### config.mk
export PLATFORM = sky130hd
export DESIGN_NAME = write_stream_adapter
export DESIGN_NICKNAME = d
export VERILOG_FILES = /design/src/rtl/write_stream_adapter.sv
export SDC_FILE = /design/constraint.sdc
export NUM_CORES = 1
export LEC_CHECK = 0
export CORE_MARGIN = 10
export CORE_UTILIZATION = 50
export DETAILED_ROUTE_END_ITERATION = 10
export PLACE_DENSITY = 0.76
export RECOVER_POWER = 50
export SLEW_MARGIN = 5
export SYNTH_ARGS = -nofsm -noshare
export SYNTH_HDL_FRONTEND = slang
export SYNTH_SLANG_ARGS = --single-unit
### constraint.sdc
create_clock -name write_clock -period 2.3 [get_ports write_clock]
set_clock_uncertainty 0.2 [all_clocks]
set_input_delay 0.23 -clock write_clock [delete_from_list [all_inputs] [get_ports write_clock]]
set_output_delay 0.23 -clock write_clock [all_outputs]
set_load 0.05 [all_outputs]
### src/rtl/write_stream_adapter.sv
// write_stream_adapter
//   Write-side front end of the async FIFO. Turns a valid/ready producer stream
//   into the write_enable/write_data strobe used by the TMR write handler. It never
//   strobes into a full FIFO. A 2-entry skid buffer means in_ready is derived from
//   local state and flush only, with no path from write_full.
//   The block also counts delivered words and cycles stalled by full.
// Ports
//   write_clock  : write-domain clock (rising edge)
//   reset        : asynchronous, active-low reset
//   flush        : synchronous discard of buffered words
//   in_valid     : producer word valid
//   in_data      : producer word
//   in_ready     : adapter can accept a word this cycle
//   write_full   : voted full flag from the write handler
//   write_enable : write strobe to the write handler
//   write_data   : head word, written when write_enable=1 (0 when empty)
//   buf_count    : words held (0..2), also the FSM state
//   write_count  : words delivered, wraps
//   stall_count  : cycles blocked by full, saturates
module write_stream_adapter #(
    parameter int unsigned DATA_WIDTH  = 8,
    parameter int unsigned COUNT_WIDTH = 16
) (
    input  logic                   write_clock,
    input  logic                   reset,
    input  logic                   flush,
    input  logic                   in_valid,
    input  logic [DATA_WIDTH-1:0]  in_data,
    output logic                   in_ready,
    input  logic                   write_full,
    output logic                   write_enable,
    output logic [DATA_WIDTH-1:0]  write_data,
    output logic [1:0]             buf_count,
    output logic [COUNT_WIDTH-1:0] write_count,
    output logic [COUNT_WIDTH-1:0] stall_count
);

    typedef enum logic [1:0] {
        ST_EMPTY = 2'd0,
        ST_ONE   = 2'd1,
        ST_TWO   = 2'd2,
        ST_BAD   = 2'd3
    } state_t;

    state_t                  state;
    state_t                  state_next;
    logic [DATA_WIDTH-1:0]   head;
    logic [DATA_WIDTH-1:0]   head_next;
    logic [DATA_WIDTH-1:0]   tail;
    logic [DATA_WIDTH-1:0]   tail_next;
    logic                    accept;
    logic                    drain;
    logic                    stall_inc;

    // State and buffer registers
    always_ff @(posedge write_clock or negedge reset) begin
        if (!reset) begin
            state <= ST_EMPTY;
            head  <= '0;
            tail  <= '0;
        end else begin
            state <= state_next;
            head  <= head_next;
            tail  <= tail_next;
        end
    end

    // Next-state, buffer movement and handshake outputs
    always_comb begin
        state_next   = state;
        head_next    = head;
        tail_next    = tail;
        in_ready     = (state != ST_TWO) && !flush;
        write_enable = (state != ST_EMPTY) && !write_full && !flush;
        accept       = in_valid && in_ready;
        drain        = write_enable;

        if (flush) begin
            state_next = ST_EMPTY;
            head_next  = '0;
            tail_next  = '0;
        end else begin
            case (state)
                ST_EMPTY: begin
                    if (accept) begin
                        state_next = ST_ONE;
                        head_next  = in_data;
                    end
                end
                ST_ONE: begin
                    if (accept && drain) begin
                        // Old head leaves, new word takes its place.
                        head_next = in_data;
                    end else if (accept) begin
                        state_next = ST_TWO;
                        tail_next  = in_data;
                    end else if (drain) begin
                        state_next = ST_EMPTY;
                        head_next  = '0;
                    end
                end
                ST_TWO: begin
                    if (drain) begin
                        state_next = ST_ONE;
                        head_next  = tail;
                        tail_next  = '0;
                    end
                end
                default: begin
                    // Illegal encoding: recover to empty.
                    state_next = ST_EMPTY;
                    head_next  = '0;
                    tail_next  = '0;
                end
            endcase
        end
    end

    // Head is kept cleared while empty, so it reads 0 then.
    assign write_data = head;
    assign buf_count  = 2'(state);
    assign stall_inc  = (state != ST_EMPTY) && write_full && !flush;

    // Statistics; neither counter is touched by flush
    always_ff @(posedge write_clock or negedge reset) begin
        if (!reset) begin
            write_count <= '0;
            stall_count <= '0;
        end else begin
            if (drain) begin
                write_count <= write_count + COUNT_WIDTH'(1);
            end
            if (stall_inc && (stall_count != {COUNT_WIDTH{1'b1}})) begin
                stall_count <= stall_count + COUNT_WIDTH'(1);
            end
        end
    end

endmodule

==> metrics.log, run 1 <==
INFO  metric leading_post_synthesis_cells_by_cell_area = dfrtp_1, xnor2_1, xor2_1
INFO  metric report.final.hold_viol_count = 0
INFO  metric rows = 25
INFO  metric cts_tree = yes
INFO  metric detail_route.drc_violations = 0
INFO  metric chipWidth = around 90 um
INFO  metric post_cts_hold_buffer_count = 1
INFO  metric max_freq = ~460 MHz
INFO  metric timing.critical_path.from_type = input pin
INFO  metric report.final.setup_viol = 0
INFO  metric first_pass_iters = 4
INFO  metric worst_margin_pin_slew = around 1400 ps
INFO  metric synthMostInstantiatedCell = dfrtp_1
INFO  metric peakVddDrop = 0.574 mV
INFO  metric timing.final.crit_period = ~2200 ps
INFO  metric post_synthesis_area_per_instance = between 10 and 15 um^2
INFO  metric grt_pass1_wl = between 9000 and 10,000 um
INFO  metric final_antenna_net_count = 0
INFO  metric postCtsSetupRepairBufs = 0
INFO  metric yosys_register_bits = 50
INFO  metric yosysTopAreaCell = dfrtp_1
INFO  metric sum_of_negative_setup_slack = 0 ps
INFO  metric drt_first_iter_violations = a little over 70
INFO  metric worstSkewPairLatency = 300 ps
INFO  metric final_layout_size_suffix_gt1_share = 12.6%
INFO  metric yosysSeqAreaShare = 50.6%
INFO  metric netlist-cell-type-count = about 40
INFO  metric cp.arrival = between 1500 and 2000 ps
INFO  metric synth.cell_area = 2470 um^2
INFO  metric reg2reg_setup_slack = about 220 ps
INFO  metric ctsLongestPathBuffers = 2
INFO  metric post_synth_most_frequent_cells = dfrtp_1, nand2_1, xnor2_1, xor2_1, nand3_1
INFO  metric syn2layout_area_growth = 32.9%
INFO  metric grt_max_degree = 27
INFO  metric finalHoldWorstSlack = between 200 and 300 ps
INFO  metric cts_made_buffers = 5
INFO  metric aggregate_global_routing_overflow = 0
INFO  metric synth_largest_type_area_fraction = about half
INFO  metric postSynth.asyncResetShare = 100%
INFO  metric design_power_total = around 2.6 mW
INFO  metric cap_viol_max_count = 0
INFO  metric globalRouteTotalUtil = roughly 14%
INFO  metric report.final.slew_viol_count = 0
INFO  metric relSlewSlack = between 7 and 8%
INFO  metric overall_via_count_from_detail_route = roughly 1.9k
INFO  metric design.die.area = 8150 um^2
INFO  metric antenna_violations_before_repair = 0
INFO  metric detail_route.vias_per_cell = about 5.4
INFO  metric powerDensity = between 700 and 800 nW/um^2
INFO  metric p_leak = around 1.4 nW
INFO  metric grt_setup_unrepaired = no
INFO  metric io_pins = between 50 and 60
INFO  metric synth_enable_flop_cells = 0
INFO  metric critPathCaptureType = output pin
INFO  metric run_status = finished clean
INFO  metric layout_worst_path_cycle_share = 93.9%
INFO  metric ys.flop_type = dfrtp_1
INFO  metric stdcell_area = between 3000 and 4000 um^2
INFO  metric utilization_after_layout = around 69%
INFO  metric insertedDiodeCount = 0
INFO  metric via_count_of_the_first_global_routing_pass = 1,976
INFO  metric fillers = between 300 and 400
INFO  metric post_cts_resize_count = 0
INFO  metric postPlaceCellArea = 3150 um^2
INFO  metric detailedPlacementHpwl = between 4000 and 5000 um
INFO  metric clk_pin_slew_worst_paths = about 90 ps
INFO  metric yosysWarningCount = 0
INFO  metric timing.critical_path.required = about 1900 ps
INFO  metric routed_wirelength = roughly 5500 um
INFO  metric crit_path_max_fanout = 8
INFO  metric chipHeight = between 90 and 100 um
INFO  metric area_of_the_placeable_core = roughly 4800 um^2
INFO  metric buffer_ports.inserted = 56
INFO  metric finish.net_count = between 200 and 300
INFO  metric h-tree-depth = 2
INFO  metric wire_per_inst = between 15 and 20 um
INFO  metric cts_root_buffer = clkbuf_8
INFO  metric min_path_type = flip-flop to flip-flop
INFO  metric critical_path_class = input pin to output pin
INFO  metric tritoncts_num_sinks = 50
INFO  metric initial_utilization = around half
INFO  metric mapped_cells = between 200 and 250
INFO  metric synth.net_count = 231
INFO  metric place_congestion = 0.792
flip-flops by register name, indices dropped and copies added (netlist names):
signal       cells
buf_count        2
stall_count     16
tail             8
write_count     16
write_data       8
per-layer routing:
metal  global-route usage, %  part of all wire (%)
met3                    4.99                   6.5
met2                    23.8                    49
met5                       0                     0
met4                    2.39                  0.42
met1                    16.2                    44
path summary, 6_finish.rpt:
check	startpoint	end	cells past startpoint
min reg2reg	write_count[15]$_DFFE_PN0N_	write_count[15]$_DFFE_PN0N_	1
min in group asynchronous	reset	write_count[2]$_DFFE_PN0N_	2
max in group asynchronous	reset	stall_count[5]$_DFFE_PN0P_	2
max	write_full	write_enable	5
max reg2reg	stall_count[0]$_DFFE_PN0P_	stall_count[1]$_DFFE_PN0P_	5
min	write_count[15]$_DFFE_PN0N_	write_count[15]$_DFFE_PN0N_	1
where the power goes:
| group | total, mW | internal (mW) | switching, mW | leakage, nW |
|---|---|---|---|---|
| clock network | 0.747 | 0.464 | 0.283 | 0.0714 |
| logic | 0.775 | 0.282 | 0.493 | 0.647 |
| registers | 1.08 | 0.970 | 0.112 | 0.674 |
critical path, stage by stage:
cell	delay, ps
dlygate4sd3_1	660
or2_4	310
nor2_2	210
buf_4	180
buf_12	130
metrics by stage:
step                worst slack (ps)  cells
CTS                              181    352
finish                           141    352
floorplan                       42.9    216
detailed placement               153    343
global route                    50.9    352
global placement                 159    343
final cells by class:
class	count	area [um^2]	share of cell area [%]
clock buffers	6	82.6	2.51
clock inverters	2	60.1	1.83
multi-input cells	157	1150	35.0
flip-flops and latches	50	1250	38.1
inverters	2	7.51	0.229
repair buffers	68	651	19.8
well taps	67	83.8	2.55
cell families (layout without fill, tap and decap cells):
logic type                 after synthesis  in the layout  synth area share [%]
AOI/OAI and AO/OA                       33             33                  9.37
xor gates and xnor gates                31             31                  11.0
adders and majority gates                2              2                  1.01
buffers and inverters                    9             78                  2.53
DFF                                     50             50                  50.6
muxes                                    3              3                  1.52
and+or+nand+nor                         88             88                  23.9
cell usage in the layout, fill, tap and decap left out, types with 6 or more instances in the layout:
cell / instances
o21ai_0: 9
a22oi_1: 8
and4_1: 8
buf_4: 10
xor2_1: 14
clkdlybuf4s50_1: 50
nand2_1: 23
nand3_1: 11
nor2_1: 7
dfrtp_1: 50
xnor2_1: 17
nand4_1: 9
clkbuf_8: 6
o2bb2ai_1: 9
(Power assumes the default switching activity.)
==> run 2, diff against run 1 <==
- SKIP_CTS_REPAIR_TIMING: unset -> 1
==> run 2 against run 1 <==
  * Via count about the same
  * Cell count unchanged
  * Sequential power about the same
  * Worst setup slack is essentially flat
  * Global-route usage stayed put
  * Wire length hardly changed
  * First-iteration DRC count stayed put
  * Cell area stayed put
  * Clock power is essentially flat
  * Combinational power is essentially flat
  * Flip-flop and latch count stayed put
  * Register-to-register slack is essentially flat
  * Critical path type unchanged
  * Largest power group unchanged
==> metrics.log, run 2 (same netlist as run 1, synthesis figures left out) <==
INFO  metric least_setup_slack_across_all_paths_after_layout = around 140 ps
INFO  metric cell_by_cell_trace_of_the_critical_path = dlygate4sd3_1, or2_4, nor2_2, buf_4, buf_12
INFO  metric worstSkewPairLatency = about 300 ps
INFO  metric cp.arrival = about 1700 ps
INFO  metric via_count_of_the_first_global_routing_pass = between 1.5k and 2k
INFO  metric cts_root_buffer = clkbuf_8
INFO  metric power.share.switching = between 30% and 40%
INFO  metric chipWidth = 90.3 um
INFO  metric finish.net_count = approximately 300
INFO  metric tritoncts_num_sinks = 50
INFO  metric min_path_type = flip-flop to flip-flop
INFO  metric globalRouteTotalUtil = roughly 14%
INFO  metric power.share.sequential = between 40% and 50%
INFO  metric max_freq = 463 MHz
INFO  metric chipHeight = 90.3 um
INFO  metric peakVddDrop = between 0.5 and 0.6 mV
INFO  metric final_cell_mix = dfrtp_1, clkdlybuf4s50_1, nand2_1, xnor2_1, xor2_1
INFO  metric p_leak = 1.39 nW
INFO  metric ctsLongestPathBuffers = 2
INFO  metric sum_of_negative_setup_slack = 0 ps
INFO  metric detail_route.drc_violations = 0
INFO  metric cts_tree = yes
INFO  metric timing.final.crit_period = around 2200 ps
INFO  metric clk_pin_slew_worst_paths = about 90 ps
INFO  metric cts_made_buffers = 5
INFO  metric crit_path_max_fanout = 8
INFO  metric p_sw = approximately 0.89 mW
INFO  metric top_registers = stall_count x16, write_count x16
INFO  metric powerDensity = around 800 nW/um^2
INFO  metric critical_path_class = input pin to output pin
INFO  metric run_status = finished clean
INFO  metric buffer_ports.inserted = between 50 and 60
INFO  metric grt_max_degree = 27
INFO  metric report.final.hold_viol_count = 0
INFO  metric place_congestion = 0.792
INFO  metric aggregate_global_routing_overflow = 0
INFO  metric critPathCaptureType = output pin
INFO  metric wire_per_inst = about 16 um
INFO  metric worstPathBufferInverterCount = 3
INFO  metric relSlewSlack = under 10%
INFO  metric first_pass_iters = 4
INFO  metric detail_route.vias_per_cell = 5.40
INFO  metric routed_wirelength = approximately 5500 um
INFO  metric report.final.setup_viol = 0
INFO  metric internal-power = 1.72 mW
INFO  metric overall_via_count_from_detail_route = 1,901
INFO  metric report.final.slew_viol_count = 0
INFO  metric detailedPlacementHpwl = around 4200 um
INFO  metric syn2layout_area_growth = 32.9%
INFO  metric cap_viol_max_count = 0
INFO  metric layout_worst_path_cycle_share = a little over nine tenths
INFO  metric io_pins = 57
INFO  metric antenna_violations_before_repair = 0
INFO  metric timing.critical_path.required = 1870 ps
INFO  metric share_comb_of_total_power = ~30%
INFO  metric worst_margin_pin_slew = between 1000 and 1500 ps
INFO  metric finish.cell_count_without_fillers = about 350
INFO  metric final_antenna_net_count = 0
INFO  metric timing.critical_path.from_type = input pin
INFO  metric initial_utilization = 52.0%
INFO  metric grt_pass1_wl = a little under 10,000 um
INFO  metric final_layout_size_suffix_gt1_share = about an eighth
INFO  metric p_clk_share = 28.7%
INFO  metric drt_first_iter_violations = just over 70
INFO  metric h-tree-depth = 2
INFO  metric insertedDiodeCount = 0
INFO  metric grt_setup_unrepaired = no
INFO  metric design.die.area = 8150 um^2
INFO  metric area_of_the_placeable_core = roughly 4800 um^2
INFO  metric rows = 25
INFO  metric slowest_stage = dlygate4sd3_1
INFO  metric critical-path-max-stage-delay = between 600 and 700 ps
INFO  metric numPlacedInstances = approximately 340
INFO  metric crit_family = buffers and inverters
INFO  metric preCtsSetupSlack = 153 ps
## run 2: cell counts in the layout (fill, tap and decap cells not counted)
No cell type changed its count.
## run 2: final timing paths
path | startpoint | endpoint | slack (ps) | cells after the start
max | write_full | write_enable | 140 | 5
min | write_count[15]$_DFFE_PN0N_ | write_count[15]$_DFFE_PN0N_ | 270 | 1
max reg2reg | stall_count[0]$_DFFE_PN0P_ | stall_count[1]$_DFFE_PN0P_ | 220 | 5
min reg2reg | write_count[15]$_DFFE_PN0N_ | write_count[15]$_DFFE_PN0N_ | 270 | 1
max in group asynchronous | reset | stall_count[5]$_DFFE_PN0P_ | 510 | 2
min in group asynchronous | reset | write_count[2]$_DFFE_PN0N_ | 570 | 2
## run 2: through the flow
step | utilization [%] | instance area [um^2] | total power [mW] | hold slack (ps)
2_1_floorplan | - | 2470 | 1.59 | -266
3_3_place_gp | 66.3 | 3150 | 1.88 | 61.2
3_5_place_dp | 66.3 | 3150 | 1.89 | 60.8
4_1_cts | 69.3 | 3300 | 2.64 | -277
5_1_grt | 69.1 | 3280 | 2.73 | 305
6_report | 69.1 | 3280 | 2.60 | 274
## run 2: cell type report
class	instances	area (um^2)
clock buffer	6	82.6
clock inverter	2	60.1
fill	375	1470
inverter	2	7.51
multi-input combinational	157	1150
sequential	50	1250
tap	67	83.8
timing repair buffer	68	651
## run 2: layer usage
layer  part of all wire [%]  GRT usage [%]  vias to the layer above
li1                       -              -                      912
met2                     49           23.8                       39
met5                      0              0                        -
met3                    6.1           4.90                        2
met1                     44           16.3                      948
met4                   0.42           2.39                        0
## run 2: power by group through the flow
| stage | Clock [mW] | Sequential [mW] | Combinational [mW] |
|---|---|---|---|
| after floorplan | 0 | 1.38 | 0.205 |
| after global placement | 0 | 1.10 | 0.778 |
| after detailed placement | 0 | 1.10 | 0.786 |
| after CTS | 0.757 | 1.09 | 0.792 |
| after global routing | 0.797 | 1.10 | 0.828 |
| final | 0.747 | 1.08 | 0.776 |
## run 2: worst reg2reg max path, cell delays in order (launching register included)
cell     delay, ps
dfrtp_1        430
ha_1           240
and3_1         230
and4_1         280
nor2_1         260
mux2_4         330
==> run 3, diff against run 2 <==
- CORE_ASPECT_RATIO: unset -> 1.2
==> run 3 against run 2 <==
  * Highest routed layer unchanged
  * Global-route usage rose by 0.39 points
  * Critical path type unchanged
  * Register-to-register slack got worse by 20 ps
  * Wire length grew 4.2%
  * Clock-buffer cell count shrank 1
  * Sequential share of layout area up 0.78 points
  * First-iteration DRC count rose by 52%
  * Clock power decreased by 31%
  * Combinational power is essentially flat
==> metrics.log, run 3 (same netlist as run 1, synthesis figures left out) <==
INFO  metric run_status = finished clean
INFO  metric wire_per_inst = 16.8 um
INFO  metric detailedPlacementHpwl = 4390 um
INFO  metric endpoint_of_the_worst_register_to_register_path = stall_count[6]$_DFFE_PN0P_
INFO  metric cts_tree = yes
INFO  metric grt_max_degree = 27
INFO  metric hold_end = write_count[15]$_DFFE_PN0N_
INFO  metric detail_route.drc_violations = 0
INFO  metric sum_of_negative_setup_slack = 0 ps
INFO  metric p_leak = between 1 and 1.5 nW
INFO  metric via_count_of_the_first_global_routing_pass = roughly 2k
INFO  metric detail_route.vias_per_cell = ~5.6
INFO  metric final_layout_size_suffix_gt1_share = between 10% and 20%
INFO  metric crit_path_max_fanout = 7
INFO  metric min_path_type = flip-flop to flip-flop
INFO  metric chipHeight = roughly 97 um
INFO  metric report.final.hold_viol_count = 0
INFO  metric chipWidth = around 84 um
INFO  metric critical_path_class = input pin to output pin
INFO  metric rr_startpoint = stall_count[0]$_DFFE_PN0P_
INFO  metric worst_margin_pin_slew = approximately 1400 ps
INFO  metric initial_utilization = a little over half
INFO  metric utilization_after_layout = 68.5%
INFO  metric max_freq = about 470 MHz
INFO  metric syn2layout_area_growth = 30.2%
INFO  metric aggregate_global_routing_overflow = 0
INFO  metric routed_wirelength = roughly 5700 um
INFO  metric final_antenna_net_count = 0
INFO  metric worst_r2r_path_depth = 6
INFO  metric grt_pass1_wl = 9810 um
INFO  metric rows = 27
INFO  metric h-tree-depth = 2
INFO  metric cell_by_cell_trace_of_the_critical_path = clkdlybuf4s50_1, or2_4, nor2_1, buf_12
INFO  metric crit_family = simple AND/OR/NAND/NOR gates
INFO  metric io_pins = between 50 and 60
INFO  metric design_power_total = 2.38 mW
INFO  metric drt_first_iter_violations = 108
INFO  metric first_pass_iters = 4
INFO  metric buffer_ports.inserted = 56
INFO  metric overall_via_count_from_detail_route = ~1.9k
INFO  metric worstSkewPairLatency = approximately 300 ps
INFO  metric hp-start = write_count[15]$_DFFE_PN0N_
INFO  metric numPlacedInstances = 332
INFO  metric cp.arrival = ~1700 ps
INFO  metric timing.critical_path.from_type = input pin
INFO  metric area_of_the_placeable_core = roughly 4700 um^2
INFO  metric critical-path-max-stage-delay = between 400 and 500 ps
INFO  metric report.final.setup_viol = 0
INFO  metric finish.net_count = roughly 300
INFO  metric cap_viol_max_count = 0
INFO  metric globalRouteTotalUtil = approximately 14%
INFO  metric cts_root_buffer = clkbuf_8
INFO  metric antenna_violations_before_repair = 0
INFO  metric tritoncts_num_sinks = 50
INFO  metric timing.critical_path.required = ~1900 ps
INFO  metric layout_commonest_cell = clkdlybuf4s50_1
INFO  metric finish.cell_count_without_fillers = 341
INFO  metric insertedDiodeCount = 0
INFO  metric layout_worst_path_cycle_share = between 90% and 100%
INFO  metric use_met3 = under 10%
INFO  metric place_congestion = around 0.84
INFO  metric timing.final.crit_period = 2150 ps
INFO  metric grt_setup_unrepaired = no
INFO  metric cts_made_buffers = 5
INFO  metric busiest_layer_in_global_routing = met2
INFO  metric worstPathBufferInverterCount = 2
INFO  metric finalHoldWorstSlack = 286 ps
INFO  metric hold_path_depth = 1
INFO  metric peakVddDrop = 0.617 mV
INFO  metric slowest_stage = clkdlybuf4s50_1
INFO  metric ctsLongestPathBuffers = 2
INFO  metric top_registers = stall_count x16, write_count x16
INFO  metric design.die.area = ~8200 um^2
INFO  metric reg2reg_setup_slack = ~200 ps
INFO  metric grt_use_met1 = between 15 and 20%
INFO  metric final_cell_mix = clkdlybuf4s50_1, dfrtp_1, nand2_1, xnor2_1, xor2_1
INFO  metric relSlewSlack = 3.49%
INFO  metric report.final.slew_viol_count = 0
INFO  metric powerDensity = about 740 nW/um^2
INFO  metric clk_pin_slew_worst_paths = ~90 ps
INFO  metric grt_util_met2 = a little under a quarter
INFO  metric critPathCaptureType = output pin
run 3: cell type report:
| class | count | area (um^2) |
|---|---|---|
| multi-input combinational | 157 | 1150 |
| timing repair buffer | 66 | 642 |
| fill | 423 | 1480 |
| clock inverter | 3 | 21.3 |
| sequential | 50 | 1250 |
| clock buffer | 5 | 68.8 |
| inverter | 2 | 7.51 |
| tap | 58 | 72.6 |
run 3: worst max path at each step:
stage / slack (ps) / from / cells after the start / to
final: 150 / write_full / 4 / write_enable
after global routing: 70 / buf_count[1]$_DFFE_PN0P_ / 5 / write_data[7]$_DFFE_PN0P_
after CTS: 210 / stall_count[0]$_DFFE_PN0P_ / 6 / stall_count[6]$_DFFE_PN0P_
after detailed placement: 90 / write_full / 6 / write_data[4]$_DFFE_PN0P_
after global placement: 160 / write_full / 6 / write_data[2]$_DFFE_PN0P_
after floorplan: 40 / buf_count[1]$_DFFE_PN0P_ / 4 / write_count[1]$_DFFE_PN0N_
run 3: routing by layer:
metal	share of wire, %	up-vias
met5	0	-
met4	0.99	0
met3	6.0	5
met2	52	45
met1	41	936
li1	-	907
run 3: report_power, final:
group	total [mW]	internal [mW]	switching (mW)
sequential	1.09	0.970	0.116
combinational	0.777	0.281	0.495
clock	0.516	0.214	0.301
total	2.38	1.47	0.913
run 3: through the flow:
stage / worst slack [ps] / cell area, um^2
floorplan: 42.9 / 2470
global placement: 160 / 3130
detailed placement: 89.6 / 3130
CTS: 207 / 3220
global route: 75.0 / 3220
finish: 154 / 3220
